File: src/rtl/guess_pkg.sv
// Shared definitions for the guessing-game button path.
// Holds the button-bus width, the conditioner state encoding and a one-hot
// helper. guess_FSM uses the same package, so BTN_W stays consistent on both sides.
package guess_pkg;

  localparam int BTN_W = 4;

  typedef enum logic [1:0] {
    IDLE      = 2'd0,
    DEB_PRESS = 2'd1,
    HELD      = 2'd2,
    DEB_REL   = 2'd3
  } btn_state_t;

  // True when exactly one bit is set.
  function automatic logic is_onehot(input logic [BTN_W-1:0] v);
    return (v != '0) && ((v & (v - BTN_W'(1))) == '0);
  endfunction

endpackage

File: src/rtl/sync_2ff.sv
// Two-flop synchroniser for asynchronous level inputs.
// Ports:
//   clk  - destination clock
//   rst  - synchronous active-high reset, clears both stages
//   d    - asynchronous input bus (W bits)
//   q    - synchronised output, d delayed by two clk edges
module sync_2ff #(
  parameter int W = 1
) (
  input  logic         clk,
  input  logic         rst,
  input  logic [W-1:0] d,
  output logic [W-1:0] q
);

  logic [W-1:0] s1;

  always_ff @(posedge clk) begin
    if (rst) begin
      s1 <= '0;
      q  <= '0;
    end else begin
      s1 <= d;
      q  <= s1;
    end
  end

endmodule

File: src/rtl/guess_btn_cond.sv
// Push-button conditioner for the guessing game.
// Synchronises four raw buttons, debounces press and release, accepts only
// single-button presses and requires a full release before the next press.
// Ports:
//   clk      - system clock
//   rst      - synchronous active-high reset
//   btn_raw  - raw asynchronous buttons, active-high
//   B        - debounced level of the accepted button (one-hot or zero)
//   press    - one-cycle pulse equal to B on the first cycle of a press
//   multi    - one-cycle pulse when a debounced press had several buttons down
//
// state     | meaning
// ----------+-----------------------------------------------------------
// IDLE      | all buttons released, waiting for any button
// DEB_PRESS | candidate pattern seen, counting stable cycles
// HELD      | press resolved (accepted or rejected), waiting for release
// DEB_REL   | all buttons up, counting stable released cycles
module guess_btn_cond
  import guess_pkg::*;
#(
  parameter int DB_CYCLES = 1_000_000,
  parameter int CW        = $clog2(DB_CYCLES)
) (
  input  logic             clk,
  input  logic             rst,
  input  logic [BTN_W-1:0] btn_raw,
  output logic [BTN_W-1:0] B,
  output logic [BTN_W-1:0] press,
  output logic             multi
);

  localparam logic [CW-1:0] CNT_MAX = CW'(DB_CYCLES - 1);

  logic [BTN_W-1:0] s2;
  btn_state_t       state, state_n;
  logic [BTN_W-1:0] cand, cand_n;
  logic [CW-1:0]    cnt, cnt_n;
  logic             valid, valid_n;
  logic [BTN_W-1:0] press_n, b_n;
  logic             multi_n;

  sync_2ff #(.W(BTN_W)) u_sync (
    .clk (clk),
    .rst (rst),
    .d   (btn_raw),
    .q   (s2)
  );

  always_comb begin
    state_n = state;
    cand_n  = cand;
    cnt_n   = cnt;
    valid_n = valid;
    press_n = '0;
    multi_n = 1'b0;
    case (state)
      IDLE: begin
        if (s2 != '0) begin
          cand_n  = s2;
          cnt_n   = '0;
          state_n = DEB_PRESS;
        end
      end
      DEB_PRESS: begin
        if (s2 != cand) begin
          cnt_n   = '0;
          state_n = IDLE;
        end else if (cnt == CNT_MAX) begin
          cnt_n   = '0;
          state_n = HELD;
          if (is_onehot(cand)) begin
            valid_n = 1'b1;
            press_n = cand;
          end else begin
            valid_n = 1'b0;
            multi_n = 1'b1;
          end
        end else begin
          cnt_n = cnt + CW'(1);
        end
      end
      HELD: begin
        // Extra or changed buttons while held are deliberately ignored.
        if (s2 == '0) begin
          cnt_n   = '0;
          state_n = DEB_REL;
        end
      end
      DEB_REL: begin
        if (s2 != '0) begin
          cnt_n   = '0;
          state_n = HELD;
        end else if (cnt == CNT_MAX) begin
          cnt_n   = '0;
          valid_n = 1'b0;
          state_n = IDLE;
        end else begin
          cnt_n = cnt + CW'(1);
        end
      end
      default: begin
        cnt_n   = '0;
        valid_n = 1'b0;
        state_n = IDLE;
      end
    endcase
    // B is registered from next-state values so it rises with press.
    b_n = valid_n ? cand_n : '0;
  end

  always_ff @(posedge clk) begin
    if (rst) begin
      state <= IDLE;
      cand  <= '0;
      cnt   <= '0;
      valid <= 1'b0;
      B     <= '0;
      press <= '0;
      multi <= 1'b0;
    end else begin
      state <= state_n;
      cand  <= cand_n;
      cnt   <= cnt_n;
      valid <= valid_n;
      B     <= b_n;
      press <= press_n;
      multi <= multi_n;
    end
  end

endmodule
File: config.mk
export PLATFORM = sky130hd
export DESIGN_NAME = guess_btn_cond
export DESIGN_NICKNAME = d
export VERILOG_FILES = /design/src/rtl/guess_pkg.sv /design/src/rtl/sync_2ff.sv /design/src/rtl/guess_btn_cond.sv
export SDC_FILE = /design/constraint.sdc
export NUM_CORES = 1
export LEC_CHECK = 0
export CORE_ASPECT_RATIO = 1.5
export CORE_UTILIZATION = 57
export DETAILED_ROUTE_END_ITERATION = 10
export PLACE_DENSITY = 0.78
export SYNTH_ARGS = -nofsm -noshare
export SYNTH_HDL_FRONTEND = slang
export SYNTH_HIERARCHICAL = 1
export SYNTH_SLANG_ARGS = --single-unit
File: constraint.sdc
create_clock -name clk -period 2.5 [get_ports clk]
set_input_delay 0.5 -clock clk [delete_from_list [all_inputs] [get_ports clk]]
set_output_delay 0.5 -clock clk [all_outputs]
set_load 0.01 [all_outputs]
Yosys cells after proc, flatten, opt, wreduce, memory -nomap -nowiden
Index checks and enable logic that the tools add are counted.

storage, ports and cells
  bits in registers = 44
  input bits = 6
  logic and storage cells = 58

cells by class
  $add $sub $neg = 2
  equality and inequality tests = 9
  multiplexer cells = 22
  bitwise operators = 5
  reduce and logical (&&, ||, !) cells = 11

operator list
  kind                                              count
  two-way mux 20 bit                                5
  case mux 20 bit (4 select lines)                  1
  adder 20 x 1 -> 20 bit, second input constant     1
  == test 20 bit, second input constant             1
  two-way mux 2 bit                                 6
  logical NOT 4 bit                                 2
  two-way mux 4 bit                                 2
  case mux 2 bit (4 select lines)                   1
  nonzero test 4 bit                                2
  two-way mux 1 bit                                 6
  != test 3 bit, second input constant              2
  OR reduction 5 bit                                1
  bitwise AND 4 bit                                 1
  == test 2 bit, second input constant              2
  != test 2 bit, second input constant              2
  != test 4 bit                                     1
  inverter 1 bit                                    4
  AND reduction 4 bit                               1
  OR reduction 4 bit                                1
  subtractor 4 x 1 -> 4 bit, second input constant  1
  == test 2 x 1 -> 1 bit, second input constant     1
  logical NOT 2 bit                                 1
  case mux 1 bit (2 select lines)                   1
  AND reduction 2 bit                               1
  other kinds (2)                                   2

Logic depth before layout (Yosys ltp)
Gate-level depths: netlist of run 1.

  depth after elaboration = 10
  depth in mapped cells = 7
  depth with buffers taken out = 6

Modules after synthesis
Netlist of run 1, hierarchy kept.

modules (own cells, without submodules)
  module          times used  cells each  area each (µm²)  seq. area each (µm²)
  guess_btn_cond  1           195         1727.9           720.7
  sync_2ff        1           16          210.2            160.2

Least setup slack after synthesis of run 1
OpenSTA, ideal clock, no wires.

  kind = reg-to-reg
  start point = register cnt[0]
  end point = register B[0]
  library setup time = 0.143 ns
  data arrival time = 1.627 ns
  slack = 0.730 ns
  cell stages (with the launch flop) = 7
  buffers on the path = 0
  path through = dfxtp_1 > ha_1 > nand3_1 > nor3_1 > nand3_1 > o21ai_0 > a21boi_0

on the way
  longest elaborated chain between the ends = 6
  elaborated cells between the ends (all ways) = 8
  those cells by class = eq/ne: 1; mux: 5; bitwise: 1; reduce/logical: 1

RTL lines
  item                                     line                                        RTL
  from (decl)                              guess_btn_cond.sv:37                        logic [CW-1:0] cnt, cnt_n;
  from (signal assigned)                   guess_btn_cond.sv:123                       cnt <= cnt_n;
  == test 20 bit (*)                       guess_btn_cond.sv:68, guess_btn_cond.sv:93
  two-way mux 1 bit (on tied branches)     guess_btn_cond.sv:93, guess_btn_cond.sv:68
  two-way mux 1 bit (on tied branches)     guess_btn_cond.sv:90, guess_btn_cond.sv:65
  case mux 1 bit (2 select lines) (*)      guess_btn_cond.sv:56                        case (state)
  inverter 1 bit (no source line) (*)      n/a
  OR reduction 2 bit (no source line) (*)  n/a
  to (signal assigned)                     guess_btn_cond.sv:125                       B <= b_n;
  to (decl)                                guess_btn_cond.sv:27                        output logic [BTN_W-1:0] B,

Mark *: on every way between the ends. The rest lies on a longest branch, timed or not.
A chain may end at the register's enable or synchronous reset.

Final worst setup path of run 1
Same ends and word-level chain as after synthesis.

==> flow_metrics.py, run 1 <==
metrics = {
    "routing": {
        "first_pass_iters": 4,
        "drt_iter0_drc": 23,
        "wl_per_cell_um": 13.75,
        "num_vias": 1531,
        "drc_errors": 0,
        "antenna_left": 0,
        "wirelength_um": 3727,
        "viasPerCell": 5.649,
    },
    "setup_path": {
        "worstSetupStartpointType": "flip-flop",
        "endpoint_kind": "flip-flop",
        "cp.arrival_ns": 2.21,
        "critPathMaxFanout": 6,
        "critical_path_class": "reg2reg",
        "worstPathRequired_ns": 2.65,
    },
    "timing": {
        "min_period_over_period_pct": 82.60,
        "rsz0062_at_grt": "false",
        "hold_violations": 0,
        "setup_ws_ns": 0.4351,
        "finClkSkew_ns": 0.004038,
        "worst_slew_pin_slew_ns": 0.5339,
        "finalCriticalPeriod_ns": 2.065,
        "finalSetupTns_ns": 0,
        "max_slew_margin_pct": 64.11,
        "whs_ns": 0.4453,
        "finalSetupViolations": 0,
        "fmax_ghz": 0.4843,
        "slew_violations": 0,
    },
    "layout": {
        "area_growth_pct": 15.17,
        "finalNonFillerCells": 271,
        "final_nets": 237,
        "n_antenna_cell": 0,
        "fin_util_pct": 69.96,
        "final_area_mm2": 0.002232,
        "layout-drive-gt1-share_pct": 9.957,
    },
    "placed_design": {
        "gp_congestion": 0.8154,
        "placedInstanceArea_mm2": 0.002125,
        "dpl.cell_count": 263,
        "post-place-ws_ns": 0.3699,
        "dp_hpwl_um": 2824,
        "port_buffers": 14,
    },
    "synth": {
        "async_reset_ff_share_pct": 0,
        "ys_warn_count": 6,
        "synth_fp_nets": 218,
        "syn_inst": 211,
        "netlist_area_mm2": 0.001938,
        "synth_top_family_by_area": "simple AND/OR/NAND/NOR gates",
        "synth_edf_count": 0,
        "synthAdderAreaFrac_pct": 0.6456,
        "synthXorXnorAreaFrac_pct": 8.134,
        "postSynthAreaPerCell_um2": 9.185,
        "ys.flop_type": "dfxtp_1",
        "synth_mux_area_share_pct": 1.033,
        "yosys.area_share.simple_pct": 28.21,
        "synth_compound_area_share_pct": 13.43,
        "synth-seq-cells": 44,
        "ys_seq_area_share_pct": 45.45,
        "synth.distinct_cells": 44,
    },
    "grt": {
        "grt-ovfl-total": 0,
        "grt_pass1_wl_um": 6292,
        "antenna_found_initial": 0,
        "grt_max_degree": 21,
        "grt_pass1_vias": 1506,
        "track_usage_pct": 23.01,
    },
    "power": {
        "power.total_mw": 1.339,
        "power_density_mw_per_mm2": 600.0,
        "p_comb_share_pct": 6.9,
        "intPower_mw": 1.050,
        "pwr-share-clk_pct": 38.9,
        "switching_share_pct": 21.60,
        "vdd.ir_drop.worst_mv": 0.4650,
        "p_switching_mw": 0.2893,
        "p_leak_nw": 0.7860,
        "share_seq_of_total_power_pct": 54.3,
    },
    "hold_path": {
        "hp-class": "reg2reg",
    },
    "floorplanning": {
        "start_util_pct": 60.75,
        "io_pins": 15,
        "rows": 25,
        "dieWidth_um": 49.61,
        "die-area_mm2": 0.003642,
        "core-area_mm2": 0.003191,
        "die_height_um": 73.42,
    },
    "clock_network": {
        "cts_buffer_depth": 2,
        "numCtsBuffers": 5,
        "root_buffer": "clkbuf_8",
        "post_cts_buffers": 0,
        "clk_pin_slew_ns": 0.08,
        "cts_sinks": 44,
        "insertion_delay_ns": 0.29,
        "cts_tree": "yes",
        "cts_hold_buffers": 0,
        "h-tree-depth": 2,
        "cts_resized": 0,
    },
    "run": {
        "cap_violations": 0,
    },
    "status": {
        "status": "finished, final reports clean",
    },
}
==> worst paths after layout <==
check / end / start / slack [ns] / cells past startpoint
setup / recovery: B[0] / cnt[0] / 0.44 / 6
hold / removal: u_sync/q[2] / u_sync/s1[2] / 0.45 / 1
setup reg to reg: B[0] / cnt[0] / 0.44 / 6
hold reg to reg: u_sync/q[2] / u_sync/s1[2] / 0.45 / 1
==> worst max-delay path: stages (launching register included) <==
cell and delay [ns]:
dfxtp_1 0.38, ha_1 0.21, nand3_1 0.22, nor3_1 0.34, nand3_1 0.19, o21ai_0 0.41, a21boi_0 0.17
==> cell usage in the layout, fill, tap and decap left out, types with 2 or more instances in the layout <==
cell and instances:
and2_1 5, a21boi_0 3, buf_4 5, nor3_1 4, nor2b_1 8, a22o_1 2
nor4_4 2, xnor2_1 3, nor4bb_1 3, xor2_1 15, clkdlybuf4s50_1 14, clkbuf_8 5
and4b_1 2, inv_1 5, nand3_1 11, mux2i_1 2, and4_1 2, or3_2 2
a22oi_1 5, nand4_1 4, o21ai_0 22, or4_1 2, a31oi_1 4, nor2_1 10
dfxtp_1 44, a21oi_1 3, nand2_1 26
==> registers in the layout, indices dropped and copies added (netlist names), 2 cells and up <==
name,flops
cnt,20
state,2
B,4
press,4
u_sync/q,4
u_sync/s1,4
cand,4
==> cells in the mapped netlist, types with 2 or more instances <==
| cell | number | share of area (%) |
|---|---|---|
| dfxtp_1 | 44 | 45 |
| nand2_1 | 26 | 5.0 |
| o21ai_0 | 22 | 5.7 |
| xor2_1 | 15 | 6.8 |
| nand3_1 | 11 | 2.8 |
| nor2_1 | 10 | 1.9 |
| nor2b_1 | 8 | 2.6 |
| a22oi_1 | 5 | 1.9 |
| and2_1 | 5 | 1.6 |
| inv_1 | 5 | 0.97 |
| a31oi_1 | 4 | 1.3 |
| nand4_1 | 4 | 1.3 |
| nor3_1 | 4 | 1.0 |
| a21boi_0 | 3 | 1.2 |
| a21oi_1 | 3 | 0.77 |
| nor4bb_1 | 3 | 1.5 |
| xnor2_1 | 3 | 1.4 |
| a22o_1 | 2 | 0.90 |
| and4_1 | 2 | 0.90 |
| and4b_1 | 2 | 1.0 |
| clkbuf_1 | 2 | 0.39 |
| clkbuf_2 | 2 | 0.52 |
| mux2i_1 | 2 | 1.0 |
| nor4_4 | 2 | 2.2 |
| or3_2 | 2 | 0.77 |
| or4_1 | 2 | 0.77 |
==> power by group through the flow <==
stage | clock network, mW | registers, mW | logic (mW)
2_1_floorplan | 0 | 0.739 | 0.0685
3_3_place_gp | 0 | 0.742 | 0.0898
3_5_place_dp | 0 | 0.743 | 0.0920
4_1_cts | 0.528 | 0.726 | 0.0926
5_1_grt | 0.558 | 0.728 | 0.101
6_report | 0.521 | 0.727 | 0.0920
==> cell families after synthesis <==
group / count (synthesis)
flip-flops: 44
buffers and inverters: 12
multiplexers: 2
adder cells (fa/ha/maj): 1
XOR/XNOR: 18
AO/OA/AOI/OAI: 43
AND/OR/NAND/NOR: 91
==> area by class of cell <==
cell class / count / area (µm²)
Multi-Input combinational cell: 155 / 997.2
Fill cell: 268 / 958.4
Sequential cell: 44 / 880.8
Timing Repair Buffer: 19 / 177.7
Clock buffer: 6 / 72.57
Tap cell: 40 / 50.05
Clock inverter: 2 / 35.03
Inverter: 5 / 18.77
==> routing by layer <==
layer / routed length (µm) / vias up / global-route usage, %
met5: 0 / - / 0
met4: 65 / 0 / 12.38
met3: 86 / 7 / 5.383
met2: 2087 / 25 / 44.89
met1: 1486 / 717 / 21.46
li1: - / 782 / -
Power figures use the tool's default switching activity.
==> inputs of run 2 (changes only) <==
==> constraint.sdc (replaced) <==
create_clock -name clk -period 1.98 [get_ports clk]
set_input_delay 0.396 -clock clk [delete_from_list [all_inputs] [get_ports clk]]
set_output_delay 0.396 -clock clk [all_outputs]
set_load 0.01 [all_outputs]
==> run 2 against run 1 <==
Routed wire length is 8.0% higher. Via count increased by 4.7%. Die area unchanged. Sequential share of layout area shrank 1.3 points. Critical endpoint is now cnt[19].
==> flow_metrics.py, run 2 (synthesis results as in run 1) <==
metrics = {
    "timing": {
        "finalSetupViolations": 0,
        "hold_violations": 0,
        "finalCriticalPeriod_ns": 1.852,
        "finalSetupTns_ns": 0,
        "slew_violations": 0,
        "setup_ws_ns": 0.1275,
        "min_period_over_period_pct": 93.56,
        "rsz0062_at_grt": "false",
        "max_slew_margin_pct": 64.90,
        "worst_slew_pin_slew_ns": 0.5221,
        "fmax_ghz": 0.5398,
        "finClkSkew_ns": 0.003797,
    },
    "layout": {
        "regMostFlops": "cnt",
        "final_nets": 244,
        "area_growth_pct": 18.98,
        "final_common_cell": "dfxtp_1",
        "largest_reg_flops": 20,
        "n_antenna_cell": 0,
        "layout-drive-gt1-share_pct": 12.66,
        "final_cell_mix": "44 x dfxtp_1, 26 x nand2_1, 22 x o21ai_0",
        "fin_util_pct": 72.27,
    },
    "power": {
        "power.total_mw": 1.828,
        "p_leak_nw": 0.8271,
        "power_density_mw_per_mm2": 792.7,
        "vdd.ir_drop.worst_mv": 0.5909,
    },
    "clock_network": {
        "root_buffer": "clkbuf_8",
        "cts_resized": 0,
        "cts_tree": "yes",
        "insertion_delay_ns": 0.29,
        "cts_buffer_depth": 2,
        "numCtsBuffers": 5,
        "cts_sinks": 44,
        "post_cts_buffers": 0,
        "cts_hold_buffers": 0,
        "clk_pin_slew_ns": 0.08,
        "h-tree-depth": 2,
    },
    "routing": {
        "antenna_left": 0,
        "wl_per_cell_um": 14.53,
        "first_pass_iters": 4,
        "wirelength_um": 4025,
        "viasPerCell": 5.787,
        "num_vias": 1603,
        "drc_errors": 0,
        "drt_iter0_drc": 51,
    },
    "floorplanning": {
        "start_util_pct": 60.75,
        "rows": 25,
        "io_pins": 15,
        "die-area_mm2": 0.003642,
        "core-area_mm2": 0.003191,
        "dieWidth_um": 49.61,
        "die_height_um": 73.42,
    },
    "status": {
        "status": "finished, final reports clean",
    },
    "setup_path": {
        "worstPathRequired_ns": 2.19,
        "critPathMaxFanout": 5,
        "endpoint_kind": "flip-flop",
        "worstSetupStartpointType": "flip-flop",
        "cp.arrival_ns": 2.06,
        "critical_path_class": "reg2reg",
    },
    "grt": {
        "grt-ovfl-total": 0,
        "grt_pass1_wl_um": 6844,
        "grt_pass1_vias": 1544,
        "antenna_found_initial": 0,
        "track_usage_pct": 25.12,
        "grt_max_degree": 14,
    },
    "placed_design": {
        "dp_hpwl_um": 3025,
        "post-place-ws_ns": -0.02700,
        "port_buffers": 14,
        "gp_congestion": 0.8520,
    },
    "run": {
        "cap_violations": 0,
    },
    "hold_path": {
        "hp-class": "reg2reg",
    },
}
==> run 2: cell type report <==
type,instances,area [µm²]
Fill cell,243,884.6
Inverter,5,18.77
Clock inverter,2,60.06
Multi-Input combinational cell,155,997.2
Timing Repair Buffer,26,230.2
Clock buffer,5,68.82
Tap cell,40,50.05
Sequential cell,44,880.8
==> run 2: stage by stage <==
| step | hold WS, ns | instances | area, µm² |
|---|---|---|---|
| 6_report | 0.4557 | 277 | 2306 |
| 5_1_grt | 0.4683 | 277 | 2306 |
| 2_1_floorplan | 0.4138 | 211 | 1938 |
| 4_1_cts | 0.4549 | 277 | 2306 |
| 3_3_place_gp | 0.4187 | 270 | 2177 |
| 3_5_place_dp | 0.4393 | 270 | 2177 |
==> run 2: path summary, 6_finish.rpt <==
check,startpoint,end,slack [ns],depth (start not counted)
setup / recovery,cnt[7],cnt[19],0.13,5
hold / removal,u_sync/s1[1],u_sync/q[1],0.46,1
setup reg to reg,cnt[7],cnt[19],0.13,5
hold reg to reg,u_sync/s1[1],u_sync/q[1],0.46,1
==> run 2: power breakdown <==
| group | switching [mW] | internal (mW) |
|---|---|---|
| clock | 0.285 | 0.496 |
| combinational | 0.0692 | 0.0592 |
| sequential | 0.0187 | 0.900 |
==> run 2: layer usage <==
metal  GRT usage, %  vias to the layer above  part of all wire, %
met2          48.65                       36                   58
met1          24.25                      759                   37
li1               -                      798                    -
met5              0                        -                    0
met3          4.348                       10                  2.9
met4          14.60                        0                  2.8
==> run 2: critical path: stages, from the launching register on <==
cell,delay [ns]
dfxtp_1,0.44
nand4_1,0.26
nor4_2,0.56
nand4_1,0.17
xor2_1,0.17
o21ai_0,0.16
